### src/rtl/pc_seq_ctrl_pkg.sv
// rtl/pc_seq_ctrl_pkg.sv - shared CPU control constants, state encoding and strobe bundle
package pc_seq_ctrl_pkg;

  typedef enum logic [2:0] {
    ST_RESET  = 3'd0,
    ST_FETCH  = 3'd1,
    ST_DECODE = 3'd2,
    ST_BRANCH = 3'd3,
    ST_JUMP   = 3'd4,
    ST_EXEC   = 3'd5,
    ST_EXCEPT = 3'd6
  } state_t;

  localparam logic [1:0] PCSRC_PC4    = 2'b00;
  localparam logic [1:0] PCSRC_BRANCH = 2'b01;
  localparam logic [1:0] PCSRC_JUMP   = 2'b10;
  localparam logic [1:0] PCSRC_EXC    = 2'b11;

  localparam logic [1:0] CAUSE_INVALID = 2'b00;
  localparam logic [1:0] CAUSE_OVF     = 2'b01;
  localparam logic [1:0] CAUSE_TIMEOUT = 2'b10;

  localparam logic [1:0] ALUOP_ADD = 2'b00;
  localparam logic [1:0] ALUOP_SUB = 2'b01;

  localparam logic [1:0] ALUB_REG    = 2'b00;
  localparam logic [1:0] ALUB_FOUR   = 2'b01;
  localparam logic [1:0] ALUB_OFFSET = 2'b11;

  localparam logic [5:0] OP_RTYPE = 6'h00;
  localparam logic [5:0] OP_J     = 6'h02;
  localparam logic [5:0] OP_JAL   = 6'h03;
  localparam logic [5:0] OP_BEQ   = 6'h04;
  localparam logic [5:0] OP_BNE   = 6'h05;
  localparam logic [5:0] OP_ADDI  = 6'h08;
  localparam logic [5:0] OP_LUI   = 6'h0F;
  localparam logic [5:0] OP_LW    = 6'h23;
  localparam logic [5:0] OP_SW    = 6'h2B;

  // Registered per-state strobes; the fetch-complete and branch-taken terms are overlaid in the top.
  typedef struct packed {
    logic [1:0] pc_source;
    logic       pc_write;
    logic       mem_read;
    logic       iord;
    logic       link_write;
    logic       epc_write;
    logic       alu_src_a;
    logic [1:0] alu_src_b;
    logic [1:0] alu_op;
  } ctrl_t;

  localparam ctrl_t CTRL_IDLE = '0;

  // Where DECODE sends each opcode; anything unrecognised raises an invalid-opcode exception.
  function automatic state_t decode_target(input logic [5:0] op);
    case (op)
      OP_BEQ, OP_BNE:                              return ST_BRANCH;
      OP_J, OP_JAL:                                return ST_JUMP;
      OP_RTYPE, OP_ADDI, OP_LW, OP_SW, OP_LUI:     return ST_EXEC;
      default:                                     return ST_EXCEPT;
    endcase
  endfunction

endpackage

### src/rtl/seq_cycle_counter.sv
// rtl/seq_cycle_counter.sv - loadable down-counter with terminal flag for sequencer waits
module seq_cycle_counter #(
  parameter int W = 8
) (
  input  logic         clk,
  input  logic         reset_n,
  input  logic         load,
  input  logic [W-1:0] load_value,
  input  logic         dec,
  output logic         terminal
);

  logic [W-1:0] count;

  // Load wins over decrement; the count parks at zero once terminal.
  always_ff @(posedge clk) begin
    if (!reset_n) begin
      count <= '0;
    end else if (load) begin
      count <= load_value;
    end else if (dec && !terminal) begin
      count <= count - W'(1);
    end
  end

  assign terminal = (count == '0);

endmodule

### src/rtl/pc_seq_ctrl.sv
// rtl/pc_seq_ctrl.sv - multicycle CPU PC sequencing control FSM
module pc_seq_ctrl
  import pc_seq_ctrl_pkg::*;
#(
  parameter int MEM_WAIT   = 2,
  parameter int EX_TIMEOUT = 15
) (
  input  logic       clk,
  input  logic       reset_n,
  input  logic [5:0] opcode,
  input  logic       zero,
  input  logic       overflow,
  input  logic       ex_done,
  output logic [1:0] pc_source,
  output logic       pc_write,
  output logic       ir_write,
  output logic       mem_read,
  output logic       iord,
  output logic       link_write,
  output logic       epc_write,
  output logic       alu_src_a,
  output logic [1:0] alu_src_b,
  output logic [1:0] alu_op,
  output logic [1:0] cause
);

  state_t     state;
  state_t     nxt;
  logic [1:0] cause_q;
  logic [1:0] cause_nxt;
  ctrl_t      ctrl_q;
  ctrl_t      ctrl_nxt;

  logic wait_term;
  logic exec_term;
  logic fetch_last;
  logic branch_taken;

  // Each counter is loaded on the edge that enters its state, so the first cycle already sees the full count.
  seq_cycle_counter #(.W(3)) u_wait_cnt (
    .clk        (clk),
    .reset_n    (reset_n),
    .load       ((nxt == ST_FETCH) && (state != ST_FETCH)),
    .load_value (3'(MEM_WAIT)),
    .dec        (state == ST_FETCH),
    .terminal   (wait_term)
  );

  // Loaded with EX_TIMEOUT-1 so terminal coincides with the EX_TIMEOUT-th EXEC cycle.
  seq_cycle_counter #(.W(8)) u_exec_cnt (
    .clk        (clk),
    .reset_n    (reset_n),
    .load       ((nxt == ST_EXEC) && (state != ST_EXEC)),
    .load_value (8'(EX_TIMEOUT - 1)),
    .dec        (state == ST_EXEC),
    .terminal   (exec_term)
  );

  // Next-state and exception cause; ex_done takes priority over a simultaneous timeout.
  always_comb begin
    nxt       = state;
    cause_nxt = cause_q;
    case (state)
      ST_RESET:  nxt = ST_FETCH;
      ST_FETCH:  if (wait_term) nxt = ST_DECODE;
      ST_DECODE: begin
        nxt = decode_target(opcode);
        if (nxt == ST_EXCEPT) cause_nxt = CAUSE_INVALID;
      end
      ST_BRANCH, ST_JUMP, ST_EXCEPT: nxt = ST_FETCH;
      ST_EXEC: begin
        if (ex_done) begin
          if (overflow) begin
            nxt       = ST_EXCEPT;
            cause_nxt = CAUSE_OVF;
          end else begin
            nxt = ST_FETCH;
          end
        end else if (exec_term) begin
          nxt       = ST_EXCEPT;
          cause_nxt = CAUSE_TIMEOUT;
        end
      end
      default:   nxt = ST_RESET;
    endcase
  end

  // Strobes for the state being entered, so they are registered alongside the state.
  always_comb begin
    ctrl_nxt = CTRL_IDLE;
    case (nxt)
      ST_FETCH: begin
        ctrl_nxt.mem_read = 1'b1;
        ctrl_nxt.iord     = 1'b0;
      end
      ST_DECODE: begin
        ctrl_nxt.alu_src_a = 1'b0;
        ctrl_nxt.alu_src_b = ALUB_OFFSET;
        ctrl_nxt.alu_op    = ALUOP_ADD;
      end
      ST_BRANCH: begin
        ctrl_nxt.alu_src_a = 1'b1;
        ctrl_nxt.alu_src_b = ALUB_REG;
        ctrl_nxt.alu_op    = ALUOP_SUB;
        ctrl_nxt.pc_source = PCSRC_BRANCH;
      end
      ST_JUMP: begin
        ctrl_nxt.pc_source  = PCSRC_JUMP;
        ctrl_nxt.pc_write   = 1'b1;
        ctrl_nxt.link_write = (opcode == OP_JAL);
      end
      ST_EXCEPT: begin
        ctrl_nxt.epc_write = 1'b1;
        ctrl_nxt.pc_write  = 1'b1;
        ctrl_nxt.pc_source = PCSRC_EXC;
      end
      default: ctrl_nxt = CTRL_IDLE;
    endcase
  end

  // State, cause and strobe registers; reset aborts whatever phase is in progress.
  always_ff @(posedge clk) begin
    if (!reset_n) begin
      state   <= ST_RESET;
      cause_q <= 2'b00;
      ctrl_q  <= CTRL_IDLE;
    end else begin
      state   <= nxt;
      cause_q <= cause_nxt;
      ctrl_q  <= ctrl_nxt;
    end
  end

  // The last fetch cycle latches the IR and advances PC by 4 (PC source and ALU add are already 0).
  assign fetch_last   = (state == ST_FETCH) && wait_term;
  assign branch_taken = (state == ST_BRANCH) && ((opcode == OP_BNE) ? ~zero : zero);

  assign pc_source  = ctrl_q.pc_source;
  assign pc_write   = ctrl_q.pc_write | fetch_last | branch_taken;
  assign ir_write   = fetch_last;
  assign mem_read   = ctrl_q.mem_read;
  assign iord       = ctrl_q.iord;
  assign link_write = ctrl_q.link_write;
  assign epc_write  = ctrl_q.epc_write;
  assign alu_src_a  = ctrl_q.alu_src_a;
  assign alu_src_b  = ctrl_q.alu_src_b | (fetch_last ? ALUB_FOUR : ALUB_REG);
  assign alu_op     = ctrl_q.alu_op;
  assign cause      = cause_q;

endmodule

### config.mk
export PLATFORM = sky130hd
export DESIGN_NAME = pc_seq_ctrl
export DESIGN_NICKNAME = d
export VERILOG_FILES = /design/src/rtl/pc_seq_ctrl_pkg.sv /design/src/rtl/seq_cycle_counter.sv /design/src/rtl/pc_seq_ctrl.sv
export SDC_FILE = /design/constraint.sdc
export NUM_CORES = 1
export LEC_CHECK = 0
export BUFFER_PORTS_ARGS = -buffer_cell sky130_fd_sc_hd__buf_2
export CORE_MARGIN = 10
export CORE_UTILIZATION = 50
export CTS_CLUSTER_SIZE = 25
export DETAILED_ROUTE_END_ITERATION = 8
export HOLD_SLACK_MARGIN = 0.05
export PLACE_DENSITY = 0.75
export REMOVE_ABC_BUFFERS = 1
export SYNTH_ARGS = -nofsm -noshare
export SYNTH_HDL_FRONTEND = slang
export SYNTH_HIERARCHICAL = 1
export SYNTH_SLANG_ARGS = --single-unit
### constraint.sdc
create_clock -name clk -period 3.6 [get_ports clk]
set_input_delay 0.18 -clock clk [delete_from_list [all_inputs] [get_ports clk]]
set_output_delay 0.18 -clock clk [all_outputs]
set_load 0.1 [all_outputs]
Word level (Yosys, flattened, before mapping)
Cells that the tools add are included.
Widths: inputs -> output; s select.
{ "word_totals": {"regBits": 28, "latchBits": 0, "ram_bits": 0, "rom_bits": 0, "input_bits": 11, "n_memories": 0} }
{ "op_classes": {"addsub": 2, "multipliers": 0, "div_mod_pow": 0, "n_lt_le_gt_ge": 0, "eq_ne": 26, "n_shift": 0, "n_mux": 23, "bitwise_logic": 5, "n_reduce_logical": 24} }
{ "ops": {"columns": ["cell", "n"], "rows": [
  ["$eq 3x3->1 const B", 7],
  ["$mux 3", 5],
  ["$mux 2", 7],
  ["$eq 3x2->1 const B", 4],
  ["$eq 6x2->1 const B", 2],
  ["$eq 6x3->1 const B", 2],
  ["$eq 6x4->1 const B", 2],
  ["$eq 6x6->1 const B", 2],
  ["$pmux 3 s4", 1],
  ["$pmux 5 s2", 1],
  ["$reduce_or 2->1", 5],
  ["$ne 3x3->1 const B", 3],
  ["$pmux 3 s3", 1],
  ["$logic_not 8->1", 1],
  ["$mux 4", 2],
  ["$sub 8x1->8 const B", 1],
  ["$eq 3x1->1 const B", 2],
  ["$logic_and 1x1->1", 6],
  ["$logic_not 3->1", 2],
  ["$logic_not 6->1", 1],
  ["$pmux 2 s3", 1],
  ["$reduce_bool 2->1", 3],
  ["$reduce_or 5->1", 1],
  ["$mux 1", 4],
  ["other kinds (11)", 14]
]} }

Logic depth before layout (Yosys ltp)
{ "depth": {"ltp_word": 8, "depth_mapped": 13, "ltp_nobuf": 12} }

Hierarchy
The synthesis kept the hierarchy.
{ "by_module_without_submodules": {"columns": ["mod", "n_inst", "cells_per_inst", "area_each_um2", "seq_area_each_um2"], "rows": [
  ["pc_seq_ctrl", 1, 81, 726.9, 260.2],
  ["seq_cycle_counter at u_exec_cnt", 1, 58, 508.0, 160.2],
  ["seq_cycle_counter at u_wait_cnt", 1, 21, 185.2, 60.1]
]} }

Worst setup path after synthesis
OpenSTA, ideal clock, no wires.
{ "synth_timing": {"path_kind": "flip-flop to flip-flop", "start": "register u_wait_cnt.count[0]", "end": "register u_exec_cnt.count[1]", "setup_time_ns": 0.062, "t_arrival_ns": 5.230, "required_time_ns": 3.538, "slack_ns": -1.692, "stages_incl_launch_ff": 10, "n_path_buf": 0, "synth_period_minus_slack_ns": 5.292, "cell_sequence": "dfxtp_1 inv_1 ha_1 ha_1 nor4bb_1 a311o_1 o22ai_2 and2_1 or4b_2 nand3_1"} }
{ "synth_between": {"elab_chain_cells": 6, "word_cells_on_any_way": 7, "classes_between": "1 x eq/ne; 3 x mux; 3 x reduce/logical"} }
{ "synth_rtl": {"columns": ["item", "line", "text"], "rows": [
  ["start: declaration", "seq_cycle_counter.sv:13", "logic [W-1:0] count;"],
  ["start signal: assignment", "seq_cycle_counter.sv:20", "count <= load_value;"],
  ["start signal: assignment", "seq_cycle_counter.sv:22", "count <= count - W'(1);"],
  ["$logic_not 3->1 *", "seq_cycle_counter.sv:26", "assign terminal = (count == '0);"],
  ["named net wait_term", "pc_seq_ctrl.sv:34", "logic wait_term;"],
  ["$mux 3 *", "pc_seq_ctrl.sv:65", "ST_FETCH: if (wait_term) nxt = ST_DECODE;"],
  ["$pmux 3 s4 *", "pc_seq_ctrl.sv:63", "case (state)"],
  ["$eq 3x3->1 *", "pc_seq_ctrl.sv:53", ".load ((nxt == ST_EXEC) && (state != ST_EXEC)),"],
  ["$logic_and 1x1->1 *", "pc_seq_ctrl.sv:53", null],
  ["$mux 4 or $reduce_bool 2->1 (tied branches)", null, null],
  ["end signal: assignment", "seq_cycle_counter.sv:20", null],
  ["end signal: assignment", "seq_cycle_counter.sv:22", null],
  ["end: declaration", "seq_cycle_counter.sv:13", null]
]} }
The timed path passes the listed nets; every way through them passes the cells marked *.
A chain may end at the register's enable or synchronous reset.

Worst setup path after layout
{ "layout_timing": {"start": "register u_exec_cnt.count[2]", "end": "register u_exec_cnt.count[1]"} }
{ "layout_between": {"elab_chain_cells": 7, "word_cells_on_any_way": 10, "classes_between": "1 x eq/ne; 4 x mux; 5 x reduce/logical"} }
{ "layout_rtl": {"columns": ["item", "line", "text"], "rows": [
  ["$logic_not 8->1 *", "seq_cycle_counter.sv:26", null],
  ["named net exec_term", "pc_seq_ctrl.sv:35", "logic exec_term;"],
  ["$mux 3", "pc_seq_ctrl.sv:79", "end else if (exec_term) begin"],
  ["$mux 3", "pc_seq_ctrl.sv:72", "if (ex_done) begin"],
  ["$pmux 3 s4", "pc_seq_ctrl.sv:63", null],
  ["$eq 3x3->1", "pc_seq_ctrl.sv:53", null],
  ["$logic_and 1x1->1", "pc_seq_ctrl.sv:53", null],
  ["$mux 4 or $reduce_bool 2->1 (tied branches)", null, null]
]} }
Marks and branches as above.

==> results.tsv <==
metric	value	unit
die height	73.3	um
Area contributors post-synth	dfxtp_1, ha_1, buf_4, inv_1, xnor2_1	
Core ar.	0.00273	mm2
Syn Area/Cell	8.88	um2
#FFs+latches synth	24	
Synth Warn #	6	
switching share of power	53.8	%
CTS tree	done	
final slew viol count	0	
Starting Density	51.9	%
CTS resizes	0	
Max clock buf depth	2	
antenna-violating nets left	0	
GPL Wtd Cong	0.810	
number of CTS-inserted buffers	3	
Final Hold Viols	0	
initial antenna violation count	0	
HPWL after DPL	2290	um
average wire per standard cell	13.4	um
critical path arrival	3.23	ns
Clock Pin Slew Worst Setup and Hold Paths	0.13	ns
Syn Inst Count	160	
clock skew	0.00352	ns
Max Clk Rate	337	MHz
fin crit period	2.97	ns
count leader, synth	dfxtp_1	
n_diodes	0	
worst setup path category	register to register	
Hold Buf Count CTS	0	
Final Cycle Share	82.5	%
relative slew slack	59.4	%
Max Cap Viol	0	
VDD IR-drop max	0.755	mV
Post CTS Setup Buffer Count	0	
clock network fraction of design power	9.1	%
placed cell area	0.00156	mm2
proportion of layout cells with a drive suffix above 1	21.7	%
fin nets	206	
Final setup viols	0	
PortBufs	23	
Final WS setup	0.629	ns
pre-CTS setup slack	0.662	ns
Finished Cell Area	0.00159	mm2
die width	73.3	um
Logic pwr share	61.7	%
CP Max Fanout	11	
total track usage	10.5	%
critical path required time	3.86	ns
setup tns final	0	ns
number of vias per cell	5.62	
drt first pass iters	4	
Yosys cell types	50	
CP endpoint kind	register	
# DRC	0	
clock tree sinks	24	
number of global-route vias before repair	1091	
Iteration-0 DRC Markers	81	
Reg power frac	29.2	%
Filler cells	241	
sequential standard cell area	480	um2
Net Sw Power	696	uW
htree depth	1	
largest net degree at the start of global routing	20	
register area share after synthesis	33.8	%
Vias	1236	
post-synth top area share	33.8	%
hold crit path type	primary input to register	
area of the multi-input gates	883	um2
die area	0.00537	mm2
FP Rows	19	
Worst Tran Pin Value	0.601	ns
# IOs	26	
Internal	598	uW
GRT overflow	0	
Synth-to-Final Area Change	11.6	%
area of the mapped netlist	0.00142	mm2
unrepaired setup endpoints after global routing	false	
wirelength, routed	2940	um
largest area contributor in the netlist	dfxtp_1	
commonest register cell after synthesis	dfxtp_1	
final core utilization	58.0	%
most frequent cells after synthesis	dfxtp_1, inv_1, a21oi_1, nand2_1, o21ai_0	
Skew-Pair Late Insertion Delay	0.31	ns
status	completed	
number of synthesized flops with an enable pin	0	
Lkg Pwr	0.000692	uW
Pwr Density	816	mW/mm2
global-route wire length before repair	4730	um
Critical Path Source Type	register	
Clock Tree Root	clkbuf_4	
ys async rst share	0	%
through the flow:
stage	cells	hold WS (ns)	power (uW)
2_1_floorplan	163	0.302	1040
3_3_place_gp	217	0.460	1160
3_5_place_dp	217	0.467	1180
4_1_cts	220	0.195	1300
5_1_grt	220	0.201	1380
6_report	220	0.212	1290
per-layer routing:
| layer | part of all wire (%) | vias up | GRT usage, % |
|---|---|---|---|
| met2 | 48 | 30 | 18.2 |
| met1 | 44 | 577 | 12.1 |
| met4 | 0.68 | 0 | 3.31 |
| li1 | - | 627 | - |
| met5 | 0 | - | 0 |
| met3 | 7.6 | 2 | 3.23 |
registers in the layout, summed over array words and instances, names as in the netlist:
signal	flops
ctrl_q	2
u_wait_cnt/count	3
cause	2
state	3
mem_read	1
alu_op	1
u_exec_cnt/count	8
epc_write	1
pc_source	2
link_write	1
cells by family after synthesis:
group,count (synthesis),synth area share (%)
and+or+nand+nor,62,28.2
AOI/OAI and AO/OA,39,21.1
DFF,24,33.8
buffers and inverters,20,6.87
xor gates and xnor gates,6,3.70
adders and majority gates,4,3.52
muxes,3,2.20
other,2,0.529
power by group through the flow:
stage / registers (uW) / clock network (uW) / logic [uW]
after floorplan: 520 / 0 / 524
after global placement: 382 / 0 / 780
after detailed placement: 384 / 0 / 797
after CTS: 378 / 122 / 800
after global routing: 387 / 131 / 864
final: 378 / 118 / 798
final timing paths:
check | from | endpoint | slack [ns] | depth (start not counted)
max | u_exec_cnt/count[2]$_SDFFE_PN0P_ | u_exec_cnt/count[1]$_SDFFE_PN0P_ | 0.63 | 8
min | opcode[4] | link_write$_SDFF_PN0_ | 0.21 | 3
max reg2reg | u_exec_cnt/count[2]$_SDFFE_PN0P_ | u_exec_cnt/count[1]$_SDFFE_PN0P_ | 0.63 | 8
min reg2reg | cause[1]$_SDFFE_PN0P_ | cause[1]$_SDFFE_PN0P_ | 0.48 | 2
worst max-delay path: stages, from the launching register on:
cell	delay, ns
dfxtp_1	0.38
or4_4	0.59
nor4_1	0.29
mux2_2	0.26
a311o_1	0.19
o22ai_2	0.14
and2_1	0.29
or4b_2	0.69
nand3_1	0.09
cells in the final DEF (no fill, tap or decap), types with 4 or more instances in the layout:
master    n
a21oi_1   8
and2_1    5
buf_2    23
conb_1   13
dfxtp_1  24
ha_1      4
inv_1    12
nand2_1   8
nor2_1    6
nor3_1    4
nor3b_1   5
o21ai_0   7
xnor2_1   5
area by class of cell:
type / count / area share [%]
multi-input combinational: 127 / 55.7
inverter: 12 / 2.84
sequential: 24 / 30.3
timing repair buffer: 23 / 7.26
clock buffer: 3 / 1.42
tap: 31 / 2.45
Power figures use the tool's default switching activity.
